### config.mk
export PLATFORM = sky130hd
export DESIGN_NAME = spi_arbiter
export DESIGN_NICKNAME = d
export VERILOG_FILES = /design/src/rtl/spi_arb_pkg.sv /design/src/rtl/spi_arbiter_rr_pick.sv /design/src/rtl/spi_arbiter.sv
export SDC_FILE = /design/constraint.sdc
export NUM_CORES = 1
export LEC_CHECK = 0
export CAP_MARGIN = 20
export CORE_MARGIN = 3
export CORE_UTILIZATION = 38
export CTS_CLUSTER_SIZE = 28
export DETAILED_ROUTE_END_ITERATION = 16
export GPL_TIMING_DRIVEN = 0
export HOLD_SLACK_MARGIN = 0.06
export PLACE_DENSITY = 0.82
export SYNTH_ARGS = -nofsm -noshare
export SYNTH_HDL_FRONTEND = slang
export SYNTH_SLANG_ARGS = --single-unit
### constraint.sdc
create_clock -name clk -period 1.7 [get_ports clk]
set_input_delay 0.425 -clock clk [delete_from_list [all_inputs] [get_ports clk]]
set_output_delay 0.425 -clock clk [all_outputs]
set_load 0.1 [all_outputs]
### src/rtl/spi_arb_pkg.sv
// Shared types and constants for the SPI transaction arbiter.
//   arb_state_e : arbiter FSM states
//   TMO_RESP    : response reported for a transaction that timed out
//   A2D_*       : A2D channel command words used by the channel sequencer
package spi_arb_pkg;

    localparam int unsigned CMD_W = 16;

    typedef enum logic [1:0] {
        IDLE = 2'd0,
        SEND = 2'd1,
        BUSY = 2'd2,
        GAP  = 2'd3
    } arb_state_e;

    localparam logic [CMD_W-1:0] TMO_RESP   = 16'hFFFF;

    localparam logic [CMD_W-1:0] A2D_BATT   = 16'h0000;
    localparam logic [CMD_W-1:0] A2D_CURR   = 16'h0800;
    localparam logic [CMD_W-1:0] A2D_BRAKE  = 16'h1800;
    localparam logic [CMD_W-1:0] A2D_TORQUE = 16'h2000;

endpackage

### src/rtl/spi_arbiter_rr_pick.sv
// Combinational round-robin selector: first set req bit at or above ptr,
// wrapping past the top.
//   req : request vector
//   ptr : highest-priority index
//   gnt : one-hot winner (zero when no request)
//   vld : at least one request present
module spi_arbiter_rr_pick #(
    parameter int unsigned NUM_REQ = 4,
    parameter int unsigned PTR_W   = $clog2(NUM_REQ)
) (
    input  logic [NUM_REQ-1:0] req,
    input  logic [PTR_W-1:0]   ptr,
    output logic [NUM_REQ-1:0] gnt,
    output logic               vld
);

    logic [NUM_REQ-1:0] req_rot;
    logic [NUM_REQ-1:0] gnt_rot;
    logic               found;

    // Rotate so ptr lands at bit 0, pick lowest set bit, rotate back.
    assign req_rot = NUM_REQ'({req, req} >> ptr);

    always_comb begin
        gnt_rot = '0;
        found   = 1'b0;
        for (int k = 0; k < NUM_REQ; k++) begin
            if (!found && req_rot[k]) begin
                gnt_rot[k] = 1'b1;
                found      = 1'b1;
            end
        end
    end

    assign gnt = NUM_REQ'(({gnt_rot, gnt_rot} << ptr) >> NUM_REQ);
    assign vld = |req;

endmodule

### src/rtl/spi_arbiter.sv
// Round-robin arbiter sharing one SPI master transaction engine among
// NUM_REQ requesters, with locked back-to-back sequences and an idle gap
// after every transaction.
// Optional feature: define SPI_ARB_TIMEOUT_EN to abort a transaction whose
// spi_done has not arrived TIMEOUT clocks after spi_snd.
//   req/lock/cmd       : per-requester request level, lock, command word
//   gnt/rdy            : one-hot owner and end-of-transaction pulse
//   resp_out/err       : last response and timeout flag (valid with rdy)
//   spi_snd/spi_cmd    : start pulse and command to the SPI master
//   spi_done/spi_resp  : completion pulse and response from the SPI master
module spi_arbiter
    import spi_arb_pkg::*;
#(
    parameter int unsigned NUM_REQ    = 4,
    parameter int unsigned GAP_CYCLES = 2,
    parameter int unsigned TIMEOUT    = 2048
) (
    input  logic                     clk,
    input  logic                     rst_n,
    input  logic [NUM_REQ-1:0]       req,
    input  logic [NUM_REQ-1:0]       lock,
    input  logic [CMD_W*NUM_REQ-1:0] cmd,
    output logic [NUM_REQ-1:0]       gnt,
    output logic [NUM_REQ-1:0]       rdy,
    output logic [CMD_W-1:0]         resp_out,
    output logic                     err,
    output logic                     spi_snd,
    output logic [CMD_W-1:0]         spi_cmd,
    input  logic                     spi_done,
    input  logic [CMD_W-1:0]         spi_resp
);

    localparam int unsigned PTR_W = $clog2(NUM_REQ);
    localparam int unsigned GAP_W = (GAP_CYCLES > 1) ? $clog2(GAP_CYCLES) : 1;

    arb_state_e          state_q, state_d;
    logic [PTR_W-1:0]    ptr_q, ptr_d;
    logic [GAP_W-1:0]    gap_q, gap_d;
    logic                lock_q, lock_d;
    logic [NUM_REQ-1:0]  gnt_q, gnt_d;
    logic [NUM_REQ-1:0]  rdy_q, rdy_d;
    logic [CMD_W-1:0]    resp_q, resp_d;
    logic [CMD_W-1:0]    cmd_q, cmd_d;
    logic                err_q, err_d;
    logic                snd_q, snd_d;

    logic [NUM_REQ-1:0]  pick_gnt;
    logic                pick_vld;
    logic [CMD_W-1:0]    pick_cmd;
    logic [CMD_W-1:0]    own_cmd;
    logic [PTR_W-1:0]    own_next;
    logic                own_req;
    logic                own_lock;
    logic                gap_last;
    logic                tmo_ev;
    logic                done_ev;

    spi_arbiter_rr_pick #(
        .NUM_REQ (NUM_REQ),
        .PTR_W   (PTR_W)
    ) u_pick (
        .req (req),
        .ptr (ptr_q),
        .gnt (pick_gnt),
        .vld (pick_vld)
    );

    // Command of the arbitration winner and per-owner views of the inputs.
    always_comb begin
        pick_cmd = '0;
        own_cmd  = '0;
        own_next = '0;
        for (int i = 0; i < NUM_REQ; i++) begin
            if (pick_gnt[i]) pick_cmd = cmd[CMD_W*i +: CMD_W];
            if (gnt_q[i]) begin
                own_cmd  = cmd[CMD_W*i +: CMD_W];
                own_next = (i == NUM_REQ - 1) ? '0 : PTR_W'(i + 1);
            end
        end
    end

    assign own_req  = |(req & gnt_q);
    assign own_lock = |(lock & gnt_q);
    assign gap_last = (gap_q == GAP_W'(GAP_CYCLES - 1));

`ifdef SPI_ARB_TIMEOUT_EN
    localparam int unsigned TMO_W = $clog2(TIMEOUT + 1);
    logic [TMO_W-1:0] tmo_q;

    // Clocks spent in BUSY; restarted every SEND.
    always_ff @(posedge clk or negedge rst_n) begin
        if (!rst_n)                tmo_q <= '0;
        else if (state_q == SEND)  tmo_q <= '0;
        else if (state_q == BUSY)  tmo_q <= tmo_q + TMO_W'(1);
    end

    // A real spi_done in the same clock wins over the timeout.
    assign tmo_ev = (state_q == BUSY) && !spi_done && (tmo_q == TMO_W'(TIMEOUT - 1));
`else
    assign tmo_ev = 1'b0;
`endif

    assign done_ev = (state_q == BUSY) && (spi_done || tmo_ev);

    // State register.
    always_ff @(posedge clk or negedge rst_n) begin
        if (!rst_n) state_q <= IDLE;
        else        state_q <= state_d;
    end

    // Next-state logic.
    always_comb begin
        state_d = state_q;
        case (state_q)
            IDLE: if (pick_vld) state_d = SEND;
            SEND: state_d = BUSY;
            BUSY: if (done_ev) state_d = GAP;
            GAP:  if (gap_last) state_d = (lock_q && own_req) ? SEND : IDLE;
            default: state_d = IDLE;
        endcase
    end

    // Next values of the registered outputs and datapath.
    always_comb begin
        gnt_d  = gnt_q;
        rdy_d  = '0;
        resp_d = resp_q;
        err_d  = err_q;
        cmd_d  = cmd_q;
        ptr_d  = ptr_q;
        gap_d  = gap_q;
        lock_d = lock_q;
        case (state_q)
            IDLE: begin
                if (pick_vld) begin
                    gnt_d = pick_gnt;
                    cmd_d = pick_cmd;
                end
            end
            BUSY: begin
                if (done_ev) begin
                    resp_d = tmo_ev ? TMO_RESP : spi_resp;
                    rdy_d  = gnt_q;
                    err_d  = tmo_ev;
                    lock_d = own_lock && !tmo_ev;
                    gap_d  = '0;
                end
            end
            GAP: begin
                gap_d = gap_q + GAP_W'(1);
                if (gap_last) begin
                    if (lock_q && own_req) begin
                        cmd_d = own_cmd;
                    end else begin
                        gnt_d = '0;
                        ptr_d = own_next;
                    end
                end
            end
            default: ;
        endcase
        snd_d = (state_d == SEND);
    end

    // Output and datapath registers.
    always_ff @(posedge clk or negedge rst_n) begin
        if (!rst_n) begin
            gnt_q  <= '0;
            rdy_q  <= '0;
            resp_q <= '0;
            err_q  <= 1'b0;
            cmd_q  <= '0;
            snd_q  <= 1'b0;
            ptr_q  <= '0;
            gap_q  <= '0;
            lock_q <= 1'b0;
        end else begin
            gnt_q  <= gnt_d;
            rdy_q  <= rdy_d;
            resp_q <= resp_d;
            err_q  <= err_d;
            cmd_q  <= cmd_d;
            snd_q  <= snd_d;
            ptr_q  <= ptr_d;
            gap_q  <= gap_d;
            lock_q <= lock_d;
        end
    end

    assign gnt      = gnt_q;
    assign rdy      = rdy_q;
    assign resp_out = resp_q;
    assign err      = err_q;
    assign spi_snd  = snd_q;
    assign spi_cmd  = cmd_q;

endmodule
# Yosys cells after proc, flatten, opt, wreduce, memory -nomap -nowiden
# Index checks and enable logic that the tools add are counted.
[totals] input_bits=91 rom_bits=0 latchBits=0 reg_bits=47 ram_bits=0 mem_count=0 out_inout_bits=42
[op_classes] muxes=35 multipliers=0 shift=2 n_div=0 n_bitwise=3 reduce_logical=19 n_lt_le_gt_ge=0 n_eq_ne=9 n_addsub=1
[ops] operator="$mux 16" n=11
[ops] operator="$pmux 16 s2" n=1
[ops] operator="$mux 4" n=5
[ops] operator="$mux 2" n=6
[ops] operator="$reduce_or 4->1" n=3
[ops] operator="$ne 2x2->1 const B" n=5
[ops] operator="$mux 1" n=9
[ops] operator="$and 4x4->4" n=2
[ops] operator="$pmux 2 s4" n=1
[ops] operator="$pmux 4 s2" n=1
[ops] operator="$reduce_and 4->1" n=2
[ops] operator="$shl 8x2->8" n=1
[ops] operator="$shr 8x2->4" n=1
[ops] operator="$logic_and 1x1->1" n=5
[ops] operator="$eq 2x1->1 const B" n=2
[ops] operator="$eq 2x2->1 const B" n=2
[ops] operator="$reduce_and 2->1" n=2
[ops] operator="$reduce_bool 2->1" n=2
[ops] operator="$logic_not 1->1" n=3
[ops] operator="$reduce_and 3->1" n=1
[ops] operator="$logic_not 2->1" n=1
[ops] operator="$pmux 1 s2" n=1
[ops] operator="$add 1x1->1 const B" n=1
[ops] operator="$not 1->1" n=1

# Logic depth before layout (Yosys ltp)
[depth] depth_word=18 depth_mapped=8 ltp_nobuf=5

# Cells and area by module
# A second synthesis with hierarchy kept.
[hier_totals] hier_cells=375 area_unflattened_um2=3260.6
[modules_own_cells] mod="spi_arbiter" cells_each=357 area_each_um2=3146.8 seq_area_each_um2=1176.1 instances=1
[modules_own_cells] mod="spi_arbiter_rr_pick" cells_each=18 area_each_um2=113.9 seq_area_each_um2=0.0 instances=1

# Worst setup path after synthesis
# No wires, ideal clock.
[synth_path] kind="reg-to-reg" from="register gnt_q[0], in the netlist gnt[0]" to="register cmd_q[5], in the netlist spi_cmd[5]" path_slack_ns=-0.572 path_buffers=2 setup_time_ns=0.095 stages_incl_launch_ff=8 arrival_ns=2.176 path_cell_list="dfrtp_1 -> nor2b_1 -> buf_2 -> buf_2 -> a221oi_1 -> o311ai_0 -> o21ai_0 -> o31ai_1"
[synth_between] elab_chain_len=7 elab_cells_between_ends=12 classes_between="1 x eq/ne; 7 x mux; 1 x bitwise; 3 x reduce/logical"
[synth_lines] element="start: declaration" line_no="spi_arbiter.sv:40" rtl="logic [NUM_REQ-1:0] gnt_q, gnt_d;"
[synth_lines] element="start signal: assignment" line_no="spi_arbiter.sv:178" rtl="gnt_q <= gnt_d;"
[synth_lines] element="$mux 16 (4 in series)" line_no="spi_arbiter.sv:75" rtl="if (gnt_q[i]) begin"
[synth_lines] element="$mux 16" line_no="spi_arbiter.sv:152" rtl="if (lock_q && own_req) begin"
[synth_lines] element="$mux 16" line_no="spi_arbiter.sv:151" rtl="if (gap_last) begin"
[synth_lines] element="$pmux 16 s2" line_no="spi_arbiter.sv:133" rtl="case (state_q)"
[synth_lines] element="end signal: assignment" line_no="spi_arbiter.sv:182" rtl="cmd_q <= cmd_d;"
[synth_lines] element="end: declaration" line_no="spi_arbiter.sv:43" rtl="logic [CMD_W-1:0] cmd_q, cmd_d;"
# Parallel ways exist; a longest one is shown, timed or not. The select of a mux whose other input is x is not followed.
# A chain may end at the register's enable or synchronous reset.

# Worst setup path in the final report
[layout_path] from="register ptr_q[0]" to="register cmd_q[9], in the netlist spi_cmd[9]"
[layout_between] elab_chain_len=18 elab_cells_between_ends=20 classes_between="2 x shift; 12 x mux; 6 x reduce/logical"
[layout_lines] element="start: declaration" line_no="spi_arbiter.sv:37" rtl="logic [PTR_W-1:0] ptr_q, ptr_d;"
[layout_lines] element="start signal: assignment" line_no="spi_arbiter.sv:184" rtl="ptr_q <= ptr_d;"
[layout_lines] element="$shr 8x2->4" line_no="spi_arbiter_rr_pick.sv:22" rtl="assign req_rot = NUM_REQ'({req, req} >> ptr);"
[layout_lines] element="$mux 1" line_no="spi_arbiter_rr_pick.sv:28" rtl="if (!found && req_rot[k]) begin"
[layout_lines] element="$logic_not 1->1" line_no="spi_arbiter_rr_pick.sv:28"
[layout_lines] element="$logic_and 1x1->1" line_no="spi_arbiter_rr_pick.sv:28"
[layout_lines] element="$mux 1" line_no="spi_arbiter_rr_pick.sv:28"
[layout_lines] element="$logic_not 1->1" line_no="spi_arbiter_rr_pick.sv:28"
[layout_lines] element="$logic_and 1x1->1" line_no="spi_arbiter_rr_pick.sv:28"
[layout_lines] element="$mux 1" line_no="spi_arbiter_rr_pick.sv:28"
[layout_lines] element="$logic_not 1->1" line_no="spi_arbiter_rr_pick.sv:28"
[layout_lines] element="$logic_and 1x1->1" line_no="spi_arbiter_rr_pick.sv:28"
[layout_lines] element="$mux 1" line_no="spi_arbiter_rr_pick.sv:28"
[layout_lines] element="$shl 8x2->8 *" line_no="spi_arbiter_rr_pick.sv:35" rtl="assign gnt = NUM_REQ'(({gnt_rot, gnt_rot} << ptr) >> NUM_REQ);"
[layout_lines] element="$mux 16 (3 in series)" line_no="spi_arbiter.sv:74" rtl="if (pick_gnt[i]) pick_cmd = cmd[CMD_W*i +: CMD_W];"
[layout_lines] element="$mux 16 *" line_no="spi_arbiter.sv:74"
[layout_lines] element="$mux 16 *" line_no="spi_arbiter.sv:135" rtl="if (pick_vld) begin"
[layout_lines] element="$pmux 16 s2 *" line_no="spi_arbiter.sv:133"
# Every way passes the cells marked *; elsewhere a longest branch is shown, timed or not. The select of a mux whose other input is x is not followed.

==> key figures <==
Floorplanning
  – Total die area: around 8600 µm²
  – Die Y-Extent: between 90 and 100 µm
  – Num rows: 30
  – CORE AREA: around 7100 µm²
  – Die Span X: ~93 µm
  – Starting Density: between 40% and 50%
  – IO Pins: approximately 130

Final layout
  – Post-layout net count: roughly 580
  – Fillcell total: 530
  – Area Overhead vs Synth: 71.94%
  – Ant. Diodes: 0
  – Register Area: ~1200 µm²
  – Finished Cell Area: 4913 µm²
  – Ratio of cells with drive above 1 in the final layout: between 20% and 30%
  – Multi-input logic area: 1715 µm²

Timing
  – Slew margin rel.: ~61%
  – Final hold slack: approximately 0.083 ns
  – TNS Setup: -0.9909 ns
  – Fin crit share: 109.1%
  – Final setup viols: 15
  – Final Hold Vio Count: 0
  – Post-Route Skew: just under 0.007 ns
  – Crit path time final: about 1.9 ns
  – Final Max Tran Viols: 0
  – Actual slew at the worst max-slew pin: ~0.59 ns
  – RSZ-0062 raised after global routing: yes
  – Final worst setup slack: -0.1539 ns
  – F_max: approximately 0.54 GHz

Worst setup path
  – Crit path cell chain: a21o_1 -> a221oi_4 -> buf_6 -> buf_8 -> a22o_1 -> a211oi_2 -> o31ai_1
  – Max stage delay on crit path: between 0.4 and 0.5 ns
  – CP bufs+invs: 2
  – Crit-path leading delay family: compound AO/OA/AOI/OAI gates
  – CP Launch Type: flop
  – CP max-delay cell: dfrtp_2
  – FF-to-FF path depth: 7
  – R2r setup slk: -0.15 ns
  – Crit path depth: 7
  – Setup crit end kind: flop
  – Crit path max fanout: 6
  – WP data arrival: between 2 and 2.5 ns
  – Reg2reg end: spi_cmd[9]
  – Setup CP Type: reg -> reg
  – Reg2reg start: ptr_q[0]
  – Critical path required time: ~1.9 ns

Clocking
  – CTS H-tree depth: 2
  – CTS tree: yes
  – TritonCTS Buffers: 5
  – Clock sink count: 47
  – Clk slew on worst S/H paths: ~0.090 ns
  – Clock Latency Late Sink: approximately 0.31 ns
  – Maximum clock insertion buffer count: 2
  – CTS root buffer: clkbuf_8

Synth
  – Synth Area in Compound Gates: approximately a third
  – Post-synthesis mux area share: 0%
  – Fraction of registers with async set/reset: 100.0%
  – Flops & latches, synth: 47
  – Avg Cell Area, Syn: about 8.6 µm²
  – Largest family of logic cells by synthesized area: compound AO/OA/AOI/OAI gates
  – Post-synth top area cell: dfrtp_1
  – Simple-gate share of the synthesized area: about 18%
  – Synth top area share: between 40% and 50%
  – Syn Inst Count: ~330
  – Syn nets: between 400 and 500
  – Sequential fraction of the synthesis area: a little over 40%
  – Most frequent cell after synthesis: nand2_1
  – Synthesized area: ~2900 µm²
  – Synth unique cells: 45
  – Synth cell count leaders: nand2_1 (83), dfrtp_1 (47), nor2_1 (22), o21ai_0 (22), a22o_1 (17)
  – Synth Flop Type: dfrtp_1
  – Yosys warning count: 0
  – Synth area leaders: dfrtp_1 (41%), nand2_1 (11%), a22o_1 (5.2%)
  – Number of synthesized flops with an enable pin: 0
  – Synth Area in Adders: 0%
  – XOR/XNOR Fraction of Synth Area: 0.6130%

Global route
  – Vias in the first global route: 3459
  – Global-route wire length before repair: ~17000 µm
  – Antenna violations before repair: 0
  – GRT Residual Overflow: 0
  – Largest net degree at the start of global routing: 26
  – GRT Total Usage: between 20% and 30%

Run status
  – Violated checks: negative setup slack
  – Status: finished, violations left

Detailed routing
  – Antenna Nets Post-Route: 0
  – DRT Pass-1 Iters: 5
  – Residual DRC: 0
  – Via count: 3598
  – Avg Vias per Cell: 6.182
  – Per-cell routed wire length: roughly 20 µm
  – Initial DRC count: 300
  – Total Wirelength: ~12000 µm

Pwr
  – Max VDD drop: approximately 0.00089 V
  – Power per Cell Area: between 2000 and 2500 nW/µm²
  – Leakage Power: 2.010 nW

Job
  – Max Cap Viol: 0

Placed design
  – HPWL Detailed: approximately 7900 µm
  – Area after DPL: between 4000 and 5000 µm²
  – Placer Congestion: just under 0.9
  – # port buffers: 130

Min path
  – Tightest Hold Check Type: in -> async
## sequential cells by signal, indices dropped and copies added, names as in the netlist
signal / count
state_q: 2
ptr_q: 2
gap_last: 1
resp_out: 16
gnt: 4
lock_q: 1
spi_snd: 1
rdy: 4
spi_cmd: 16
## area by class of cell
class	instances	share of cell area (%)
clock inverter	2	0.3310
sequential	47	24.29
timing repair buffer	149	31.25
tap	96	2.445
multi-input combinational	250	34.91
buffer	27	4.838
clock buffer	6	1.477
inverter	5	0.4584
## cell usage in the layout (no fill, tap or decap), types with 5 or more instances in the layout
| cell | count |
|---|---|
| a211oi_2 | 14 |
| o31ai_1 | 13 |
| clkbuf_8 | 8 |
| buf_2 | 6 |
| dfrtp_1 | 41 |
| nand2_1 | 82 |
| o21ai_1 | 13 |
| clkbuf_2 | 8 |
| clkdlybuf4s15_2 | 35 |
| buf_4 | 12 |
| buf_6 | 11 |
| clkbuf_1 | 5 |
| o21ai_0 | 9 |
| o311ai_1 | 12 |
| clkdlybuf4s50_1 | 85 |
| a221oi_1 | 13 |
| a22o_1 | 16 |
| nor2_1 | 22 |
## per-layer routing
| metal | wire (µm) | track usage [%] | share of wire [%] |
|---|---|---|---|
| met1 | 4099 | 30.38 | 35 |
| met2 | 5955 | 43.63 | 51 |
| met3 | 1188 | 4.387 | 10 |
| met4 | 499 | 13.19 | 4.2 |
| met5 | 0 | 0 | 0 |
## power breakdown
group | leakage, nW | switching (mW) | internal (mW)
combinational | 1.38 | 5.49 | 2.45
clock | 0.0418 | 0.407 | 0.296
sequential | 0.585 | 0.399 | 1.63
total | 2.01 | 6.30 | 4.38
## worst register-to-register path, cell delays in order (launching register included)
cell	delay, ns
dfrtp_2	0.47
a21o_1	0.20
a221oi_4	0.29
buf_6	0.18
buf_8	0.12
a22o_1	0.17
a211oi_2	0.05
o31ai_1	0.26
## timing repair
action,CTS,global route
hold buffers,0,0
cloned,0,2
setup endpoints to repair,63,24
setup buffers,8,10
gates resized for setup,175,45
pin swaps,19,18
## cell families after synthesis
group | Yosys count
AOI/OAI and AO/OA | 126
and+or+nand+nor | 121
xor gates and xnor gates | 2
other | 1
buffers and inverters | 34
DFF | 47
## stage by stage
| step | total power [mW] | cells | util (%) | setup slack [ns] |
|---|---|---|---|---|
| floorplan | 7.300 | 331 | - | -0.05706 |
| global placement | 8.997 | 557 | 62.00 | -1.433 |
| detailed placement | 9.129 | 558 | 62.22 | -0.7994 |
| CTS | 10.08 | 572 | 67.09 | -0.05648 |
| global route | 11.10 | 582 | 69.63 | -0.2188 |
| finish | 10.68 | 582 | 69.63 | -0.1539 |
## how the worst max path moves through the flow
| stage | from | end | slack [ns] |
|---|---|---|---|
| after floorplan | gnt[3] | spi_cmd[5] | -0.06 |
| after global placement | rst_n | gnt[3] | -1.43 |
| after detailed placement | req[0] | spi_cmd[8] | -0.80 |
| after CTS | ptr_q[0] | spi_cmd[4] | -0.06 |
| after global routing | gnt[1] | spi_cmd[12] | -0.22 |
| final | ptr_q[0] | spi_cmd[9] | -0.15 |
Power figures use the tool's default switching activity.
